**src/rtl/muldiv_sched_if.sv**
```systemverilog
// Issue, control and result signals between decode, muldiv_sched and the shared mul/div unit.
// master drives the issue side and unit_result; slave is the sequencer.
interface muldiv_sched_if;
    logic        issue_valid;
    logic        mul_inst;
    logic        div_inst;
    logic [2:0]  mulsel;
    logic [2:0]  divsel;
    logic [4:0]  issue_rd;
    logic [31:0] rs1_val;
    logic [31:0] rs2_val;
    logic        hold;
    logic        flush;
    logic [31:0] unit_result;

    logic        unit_start;
    logic        unit_op;
    logic [2:0]  unit_sel;
    logic        unit_hold;
    logic        unit_abort;
    logic        mul_ready;
    logic        div_ready;
    logic        busy;
    logic        res_valid;
    logic [31:0] result;
    logic [4:0]  res_rd;

    modport master (
        output issue_valid, mul_inst, div_inst, mulsel, divsel, issue_rd,
        output rs1_val, rs2_val, hold, flush, unit_result,
        input  unit_start, unit_op, unit_sel, unit_hold, unit_abort,
        input  mul_ready, div_ready, busy, res_valid, result, res_rd
    );

    modport slave (
        input  issue_valid, mul_inst, div_inst, mulsel, divsel, issue_rd,
        input  rs1_val, rs2_val, hold, flush, unit_result,
        output unit_start, unit_op, unit_sel, unit_hold, unit_abort,
        output mul_ready, div_ready, busy, res_valid, result, res_rd
    );
endinterface

```
**src/rtl/muldiv_sched.sv**
```systemverilog
// Sequencer/arbiter for the shared iterative mul/div unit: issue, latency count, abort, capture.
// Optional MULDIV_DIV0_FAST_EN: divide by zero completes in IDLE without starting the unit.
module muldiv_sched #(
    parameter int unsigned MUL_LAT = 4,
    parameter int unsigned DIV_LAT = 33
) (
    input logic           clk,
    input logic           Rst,
    muldiv_sched_if.slave bus
);
    localparam int unsigned MaxLat = (MUL_LAT > DIV_LAT) ? MUL_LAT : DIV_LAT;
    localparam int unsigned CntW   = $clog2(MaxLat + 1);

    localparam logic [1:0] StIdle   = 2'd0;
    localparam logic [1:0] StMulRun = 2'd1;
    localparam logic [1:0] StDivRun = 2'd2;

    logic [1:0]      r_state,     w_state_d;
    logic [CntW-1:0] r_cnt,       w_cnt_d;
    logic [4:0]      r_tag,       w_tag_d;
    logic            r_start,     w_start_d;
    logic            r_abort,     w_abort_d;
    logic            r_op,        w_op_d;
    logic [2:0]      r_sel,       w_sel_d;
    logic            r_res_valid, w_res_valid_d;
    logic [31:0]     r_result,    w_result_d;
    logic [4:0]      r_res_rd,    w_res_rd_d;
    logic            r_ready;
    logic            r_busy;

    logic            w_issue_ok;
    logic            w_issue_mul;
    logic            w_issue_div;
    logic            w_rs2_zero;
    logic            w_div0_fast;
    logic [31:0]     w_div0_result;

    assign w_issue_ok  = bus.issue_valid & ~bus.flush & ~bus.hold;
    assign w_issue_mul = w_issue_ok & bus.mul_inst;
    // MUL wins when both class bits are set.
    assign w_issue_div = w_issue_ok & bus.div_inst & ~bus.mul_inst;

    assign w_rs2_zero    = (bus.rs2_val == 32'd0);
    assign w_div0_result = bus.divsel[1] ? bus.rs1_val : 32'hFFFF_FFFF;
`ifdef MULDIV_DIV0_FAST_EN
    assign w_div0_fast   = w_rs2_zero;
`else
    assign w_div0_fast   = w_rs2_zero & 1'b0;
`endif

    always_comb begin
        w_state_d     = r_state;
        w_cnt_d       = r_cnt;
        w_tag_d       = r_tag;
        w_start_d     = 1'b0;
        w_abort_d     = 1'b0;
        w_op_d        = r_op;
        w_sel_d       = r_sel;
        w_res_valid_d = 1'b0;
        w_result_d    = r_result;
        w_res_rd_d    = r_res_rd;

        case (r_state)
            StIdle: begin
                if (w_issue_mul) begin
                    w_state_d = StMulRun;
                    w_cnt_d   = CntW'(MUL_LAT - 1);
                    w_tag_d   = bus.issue_rd;
                    w_start_d = 1'b1;
                    w_op_d    = 1'b0;
                    w_sel_d   = bus.mulsel;
                end else if (w_issue_div && w_div0_fast) begin
                    w_res_valid_d = 1'b1;
                    w_result_d    = w_div0_result;
                    w_res_rd_d    = bus.issue_rd;
                end else if (w_issue_div) begin
                    w_state_d = StDivRun;
                    w_cnt_d   = CntW'(DIV_LAT - 1);
                    w_tag_d   = bus.issue_rd;
                    w_start_d = 1'b1;
                    w_op_d    = 1'b1;
                    w_sel_d   = bus.divsel;
                end
            end
            default: begin
                // Flush outranks both completion and hold.
                if (bus.flush) begin
                    w_state_d = StIdle;
                    w_cnt_d   = '0;
                    w_abort_d = 1'b1;
                end else if (!bus.hold) begin
                    if (r_cnt != '0) begin
                        w_cnt_d = r_cnt - 1'b1;
                    end else begin
                        w_state_d     = StIdle;
                        w_res_valid_d = 1'b1;
                        w_result_d    = bus.unit_result;
                        w_res_rd_d    = r_tag;
                    end
                end
            end
        endcase
    end

    always_ff @(posedge clk) begin
        if (Rst) begin
            r_state     <= StIdle;
            r_cnt       <= '0;
            r_tag       <= '0;
            r_start     <= 1'b0;
            r_abort     <= 1'b0;
            r_op        <= 1'b0;
            r_sel       <= '0;
            r_res_valid <= 1'b0;
            r_result    <= '0;
            r_res_rd    <= '0;
            r_ready     <= 1'b1;
            r_busy      <= 1'b0;
        end else begin
            r_state     <= w_state_d;
            r_cnt       <= w_cnt_d;
            r_tag       <= w_tag_d;
            r_start     <= w_start_d;
            r_abort     <= w_abort_d;
            r_op        <= w_op_d;
            r_sel       <= w_sel_d;
            r_res_valid <= w_res_valid_d;
            r_result    <= w_result_d;
            r_res_rd    <= w_res_rd_d;
            r_ready     <= (w_state_d == StIdle);
            r_busy      <= (w_state_d != StIdle);
        end
    end

    assign bus.unit_start = r_start;
    assign bus.unit_op    = r_op;
    assign bus.unit_sel   = r_sel;
    assign bus.unit_hold  = bus.hold & (r_state != StIdle);
    assign bus.unit_abort = r_abort;
    assign bus.mul_ready  = r_ready;
    assign bus.div_ready  = r_ready;
    assign bus.busy       = r_busy;
    assign bus.res_valid  = r_res_valid;
    assign bus.result     = r_result;
    assign bus.res_rd     = r_res_rd;
endmodule

```
**src/flat_wrapper.sv**
```systemverilog
// flat-port wrapper written by rule: the top's interface ports become plain ports
module muldiv_sched_flat 
#(
    parameter int unsigned MUL_LAT = 4,
    parameter int unsigned DIV_LAT = 33
)
  (clk, Rst, bus_issue_valid, bus_mul_inst, bus_div_inst, bus_mulsel, bus_divsel, bus_issue_rd, bus_rs1_val, bus_rs2_val, bus_hold, bus_flush, bus_unit_result, bus_unit_start, bus_unit_op, bus_unit_sel, bus_unit_hold, bus_unit_abort, bus_mul_ready, bus_div_ready, bus_busy, bus_res_valid, bus_result, bus_res_rd);
  muldiv_sched_if bus_i ();
  input logic clk;
  input logic Rst;
  input wire logic [$bits(bus_i.issue_valid)-1:0] bus_issue_valid;
  input wire logic [$bits(bus_i.mul_inst)-1:0] bus_mul_inst;
  input wire logic [$bits(bus_i.div_inst)-1:0] bus_div_inst;
  input wire logic [$bits(bus_i.mulsel)-1:0] bus_mulsel;
  input wire logic [$bits(bus_i.divsel)-1:0] bus_divsel;
  input wire logic [$bits(bus_i.issue_rd)-1:0] bus_issue_rd;
  input wire logic [$bits(bus_i.rs1_val)-1:0] bus_rs1_val;
  input wire logic [$bits(bus_i.rs2_val)-1:0] bus_rs2_val;
  input wire logic [$bits(bus_i.hold)-1:0] bus_hold;
  input wire logic [$bits(bus_i.flush)-1:0] bus_flush;
  input wire logic [$bits(bus_i.unit_result)-1:0] bus_unit_result;
  output wire logic [$bits(bus_i.unit_start)-1:0] bus_unit_start;
  output wire logic [$bits(bus_i.unit_op)-1:0] bus_unit_op;
  output wire logic [$bits(bus_i.unit_sel)-1:0] bus_unit_sel;
  output wire logic [$bits(bus_i.unit_hold)-1:0] bus_unit_hold;
  output wire logic [$bits(bus_i.unit_abort)-1:0] bus_unit_abort;
  output wire logic [$bits(bus_i.mul_ready)-1:0] bus_mul_ready;
  output wire logic [$bits(bus_i.div_ready)-1:0] bus_div_ready;
  output wire logic [$bits(bus_i.busy)-1:0] bus_busy;
  output wire logic [$bits(bus_i.res_valid)-1:0] bus_res_valid;
  output wire logic [$bits(bus_i.result)-1:0] bus_result;
  output wire logic [$bits(bus_i.res_rd)-1:0] bus_res_rd;
  assign bus_i.issue_valid = bus_issue_valid;
  assign bus_i.mul_inst = bus_mul_inst;
  assign bus_i.div_inst = bus_div_inst;
  assign bus_i.mulsel = bus_mulsel;
  assign bus_i.divsel = bus_divsel;
  assign bus_i.issue_rd = bus_issue_rd;
  assign bus_i.rs1_val = bus_rs1_val;
  assign bus_i.rs2_val = bus_rs2_val;
  assign bus_i.hold = bus_hold;
  assign bus_i.flush = bus_flush;
  assign bus_i.unit_result = bus_unit_result;
  assign bus_unit_start = bus_i.unit_start;
  assign bus_unit_op = bus_i.unit_op;
  assign bus_unit_sel = bus_i.unit_sel;
  assign bus_unit_hold = bus_i.unit_hold;
  assign bus_unit_abort = bus_i.unit_abort;
  assign bus_mul_ready = bus_i.mul_ready;
  assign bus_div_ready = bus_i.div_ready;
  assign bus_busy = bus_i.busy;
  assign bus_res_valid = bus_i.res_valid;
  assign bus_result = bus_i.result;
  assign bus_res_rd = bus_i.res_rd;
  muldiv_sched #(.MUL_LAT(MUL_LAT), .DIV_LAT(DIV_LAT)) u_core (.clk(clk), .Rst(Rst), .bus(bus_i));
endmodule
```
**config.mk**
```make
export PLATFORM = sky130hd
export DESIGN_NAME = muldiv_sched_flat
export DESIGN_NICKNAME = d
export VERILOG_FILES = /design/src/rtl/muldiv_sched_if.sv /design/src/rtl/muldiv_sched.sv /design/src/flat_wrapper.sv
export SDC_FILE = /design/constraint.sdc
export NUM_CORES = 1
export LEC_CHECK = 0
export CORE_UTILIZATION = 38
export DETAILED_ROUTE_END_ITERATION = 16
export PLACE_DENSITY = 0.94
export SLEW_MARGIN = 40
export SYNTH_ARGS = -nofsm -noshare
export SYNTH_HDL_FRONTEND = slang
export SYNTH_SLANG_ARGS = --single-unit
```
**constraint.sdc**
```tcl
create_clock -name clk -period 5.25 [get_ports clk]
set_clock_uncertainty 0.15 [all_clocks]
set_input_delay 1.575 -clock clk [delete_from_list [all_inputs] [get_ports clk]]
set_output_delay 1.575 -clock clk [all_outputs]
set_load 0.01 [all_outputs]
```
Word-level counts from Yosys, hierarchy flattened:

Cells that the tools add are included.

* register bits after elaboration: 59
* input port bits: 114
* output and inout port bits: 48
* logic and storage cells: 61

* $add $sub $neg: 1
* eq/ne operators: 2
* mux-type cells: 22
* bitwise gates (word level): 11
* reductions and logical operators: 13

Operators with widths (number)
* $mux W6: 6
* $mux W2: 6
* $mux W5: 2
* $and A1 B1 Y1: 6
* $mux W1: 6
* $mux W3: 2
* $ne A3 B1 Y1 const B: 2
* $reduce_bool A2 Y1: 3
* $reduce_bool A6 Y1: 1
* $sub A6 B1 Y6 const B: 1
* $not A1 Y1: 5
* $logic_not A2 Y1: 2
* $reduce_and A4 Y1: 1
* $reduce_or A2 Y1: 2
* $reduce_or A4 Y1: 1
* $reduce_and A3 Y1: 1
* $reduce_bool A3 Y1: 1
* $reduce_and A2 Y1: 1

Depth between registers and ports, before layout:

* depth in word-level cells: 9
* gate-level depth with buffers: 8
* mapped depth without buffers: 6

Least setup slack after synthesis:

OpenSTA, ideal clock, no wires.

* kind: input port to output port
* start point: in bus_hold
* end point: out bus_unit_hold
* arrival: 1.801 ns
* required time: 3.525 ns
* slack: 1.724 ns
* stages on the path: 2
* path buffers: 0
* cells stage by stage: inv_1 > nor2_1

* word-level cells in the longest chain between the ends: 1

RTL lines
* start, declared: line flat_wrapper.sv:19 `input wire logic [$bits(bus_i.hold)-1:0] bus_hold;`
* $and A1 B1 Y1: line muldiv_sched.sv:138 `assign bus.unit_hold = bus.hold & (r_state != StIdle);`
* end, declared: line flat_wrapper.sv:25 `output wire logic [$bits(bus_i.unit_hold)-1:0] bus_unit_hold;`

Every way passes these cells.

Final worst setup path:

Ends and elaborated chain as after synthesis.

==> impl_metrics.env <==
export IMPL_status="finished clean"
export IMPL_total_power_mw=1.03
export IMPL_maxCapViolations=0
export IMPL_nNetsFinal=496
export IMPL_syn_to_final_growth_pct=50.5
export IMPL_cp_arrival_ps=2820
export IMPL_clock_latency_ps=320
export IMPL_cts_tree="done"
export IMPL_hold_buffers=0
export IMPL_swShare=0.218
export IMPL_period_share=0.866
export IMPL_startpoint_type="primary input"
export IMPL_crit_type="in2out"
export IMPL_r2r_end="u_core.bus.result[7]$_SDFFE_PP0P_"
export IMPL_grt_max_degree=58
export IMPL_overflow=0
export IMPL_fp_dieW_um=80.9
export IMPL_min_to="u_core.bus.res_rd[1]$_SDFFE_PP0P_"
export IMPL_ctsLongestPathBuffers=2
export IMPL_rrSetupSlack_ps=3160
export IMPL_max_clock_freq_mhz=220
export IMPL_rsz0062_at_grt="false"
export IMPL_fin_crit_ps=4550
export IMPL_cp_max_fo=4
export IMPL_vias_per_cell=4.98
export IMPL_setup_viol=0
export IMPL_finalMaxSlewViolations=0
export IMPL_die_area_um2=6550
export IMPL_fillers=493
export IMPL_slowest_delay_ps=550
export IMPL_ys_ff_latch=59
export IMPL_synth_nets=402
export IMPL_layoutNonFillerInstCount=460
export IMPL_avgSynthCellArea_um2=8.28
export IMPL_p_leak_nw=1.24
export IMPL_power_density_nw_per_um2=290
export IMPL_required_ps=3530
export IMPL_final_area_um2=3560
export IMPL_p_int_mw=0.808
export IMPL_critical_path_top_delay_family="buffers and inverters"
export IMPL_finalHoldViolations=0
export IMPL_pwr_share_comb=0.101
export IMPL_r2r_start="u_core.r_cnt[0]$_SDFFE_PP0P_"
export IMPL_mostFrequentLayoutCell="clkdlybuf4s50_1"
export IMPL_wl_per_cell_um=12.7
export IMPL_drt_iter0_markers=125
export IMPL_drive_above_1_share=0.0701
export IMPL_routed_wl_mm=5.85
export IMPL_cts_buffers=9
export IMPL_placed_cell_area_um2=3340
export IMPL_cts_htree_levels=3
export IMPL_ctsResizeCount=0
export IMPL_relSlewSlack=0.471
export IMPL_min_delay_start="u_core.bus.res_rd[1]$_SDFFE_PP0P_"
export IMPL_num_rows=28
export IMPL_whs_ps=303
export IMPL_synthCells=286
export IMPL_async_reset_ff_frac=0
export IMPL_clkPwrFrac=0.451
export IMPL_core_area_um2=5960
export IMPL_synth_enable_flop_cells=0
export IMPL_vdd_drop_max_mv=0.159
export IMPL_p_switching_mw=0.225
export IMPL_root_buffer="clkbuf_8"
export IMPL_worst_pin_slew_ps=788
export IMPL_start_util=0.397
export IMPL_reg2regPathDepth=6
export IMPL_path_cells="clkdlybuf4s50_1 > inv_1 > nor2_1 > clkdlybuf4s50_1"
export IMPL_power_frac_seq=0.448
export IMPL_min_path_type="reg2reg"
export IMPL_place_inst=444
export IMPL_dr_pass1_iters=5
export IMPL_cts_sinks=59
export IMPL_yosysWarnings=0
export IMPL_drc_errors=0
export IMPL_cpMaxStageDelayCell="clkdlybuf4s50_1"
export IMPL_synthDistinctLibCells=37
export IMPL_ant_nets=0
export IMPL_grt_pass1_vias=2109
export IMPL_post_cts_repair_setup_buffers=0
export IMPL_vias=2290
export IMPL_synth_ff_type="dfxtp_1"
export IMPL_antenna_found_initial=0
export IMPL_grt_pass1_wl_mm=9.06
export IMPL_ys_seq_area_frac=0.499
export IMPL_antennaDiodeCount=0
export IMPL_cts_clk_slew_worst_paths_ps=60
export IMPL_netlist_area_um2=2370
export IMPL_whs_path_depth=2
export IMPL_hpwl_mm=4.03
export IMPL_crit_path_frequent_cell="clkdlybuf4s50_1"
export IMPL_ios=162
export IMPL_gp_congestion=0.837
export IMPL_track_usage=0.181
export IMPL_portBuffers=97
export IMPL_crit_buf_inv=3
export IMPL_crit_path_end_kind="primary output"
export IMPL_fin_setup_tns_ps=0
export IMPL_die_h_um=80.9
export IMPL_final_cell_mix="clkdlybuf4s50_1, nand2_1, dfxtp_1"
synth_stat cells (3+ instances only):
| library cell | n | area share |
|---|---|---|
| nand2_1 | 94 | 0.15 |
| dfxtp_1 | 59 | 0.50 |
| a21oi_1 | 49 | 0.10 |
| nor2_1 | 13 | 0.021 |
| a311oi_1 | 6 | 0.022 |
| buf_6 | 6 | 0.029 |
| clkbuf_1 | 6 | 0.0095 |
| inv_1 | 4 | 0.0063 |
| nand2b_1 | 4 | 0.011 |
| nand3_1 | 4 | 0.0085 |
| buf_2 | 3 | 0.0063 |
| mux2i_1 | 3 | 0.013 |
| nor3_1 | 3 | 0.0063 |
metrics by stage:
stage                util  worst slack, ps
floorplan               -             1720
global placement    0.560              692
detailed placement  0.560              711
CTS                 0.598              691
global route        0.598              618
finish              0.598              702
power groups by stage:
| stage | sequential, mW | combinational, mW | clock [mW] |
|---|---|---|---|
| floorplan | 0.474 | 0.0473 | 0 |
| global placement | 0.473 | 0.101 | 0 |
| detailed placement | 0.473 | 0.103 | 0 |
| CTS | 0.463 | 0.105 | 0.478 |
| global route | 0.464 | 0.113 | 0.499 |
| finish | 0.463 | 0.104 | 0.466 |
routing by layer:
| layer | vias to the layer above | track usage | wire length [µm] |
|---|---|---|---|
| met3 | 4 | 0.0618 | 517 |
| met2 | 97 | 0.313 | 2810 |
| met5 | - | 0 | 0 |
| met4 | 0 | 0.0857 | 42 |
| met1 | 1030 | 0.198 | 2480 |
| li1 | 1159 | - | - |
worst reg2reg max path, cell delays in order, from the launching register on:
cell and delay, ps:
dfxtp_1 350, inv_1 140, ha_1 200, nand2b_1 140
or4_4 720, nand2_1 170, a21oi_1 80
worst max-delay path by stage:
stage | startpoint | end | slack (ps) | depth (start not counted)
after global routing | bus_hold | bus_unit_hold | 620 | 4
after floorplan | bus_hold | bus_unit_hold | 1720 | 2
after global placement | bus_hold | bus_unit_hold | 690 | 4
final | bus_hold | bus_unit_hold | 700 | 4
after CTS | bus_hold | bus_unit_hold | 690 | 4
after detailed placement | bus_hold | bus_unit_hold | 710 | 4
cell families after synthesis:
| group | Yosys count | share of synthesized area |
|---|---|---|
| AND/OR/NAND/NOR | 129 | 0.243 |
| adder cells (fa/ha/maj) | 2 | 0.0106 |
| buffers and inverters | 21 | 0.0555 |
| multiplexers | 3 | 0.0127 |
| flip-flops | 59 | 0.499 |
| AO/OA/AOI/OAI | 72 | 0.179 |
registers in the layout, summed over array words and instances, names as in the netlist:
signal	count
u_core.r_cnt	6
u_core.r_state	2
u_core.bus.unit_abort	1
u_core.bus.unit_sel	3
u_core.bus.res_rd	5
u_core.bus.div_ready	1
u_core.bus.unit_start	1
u_core.bus.busy	1
u_core.bus.res_valid	1
u_core.bus.unit_op	1
u_core.bus.result	32
u_core.r_tag	5
final cells by class:
cell class                      instances  area (µm²)  share of cell area
Sequential cell                        59        1180               0.331
Multi-Input combinational cell        206        1050               0.296
Timing Repair Buffer                  100         991               0.278
Clock buffer                           12         155              0.0435
Tap cell                               75        93.8              0.0263
Clock inverter                          4        72.6              0.0204
Inverter                                4        15.0             0.00421
Note: power is estimated with default switching activity, not from simulation.
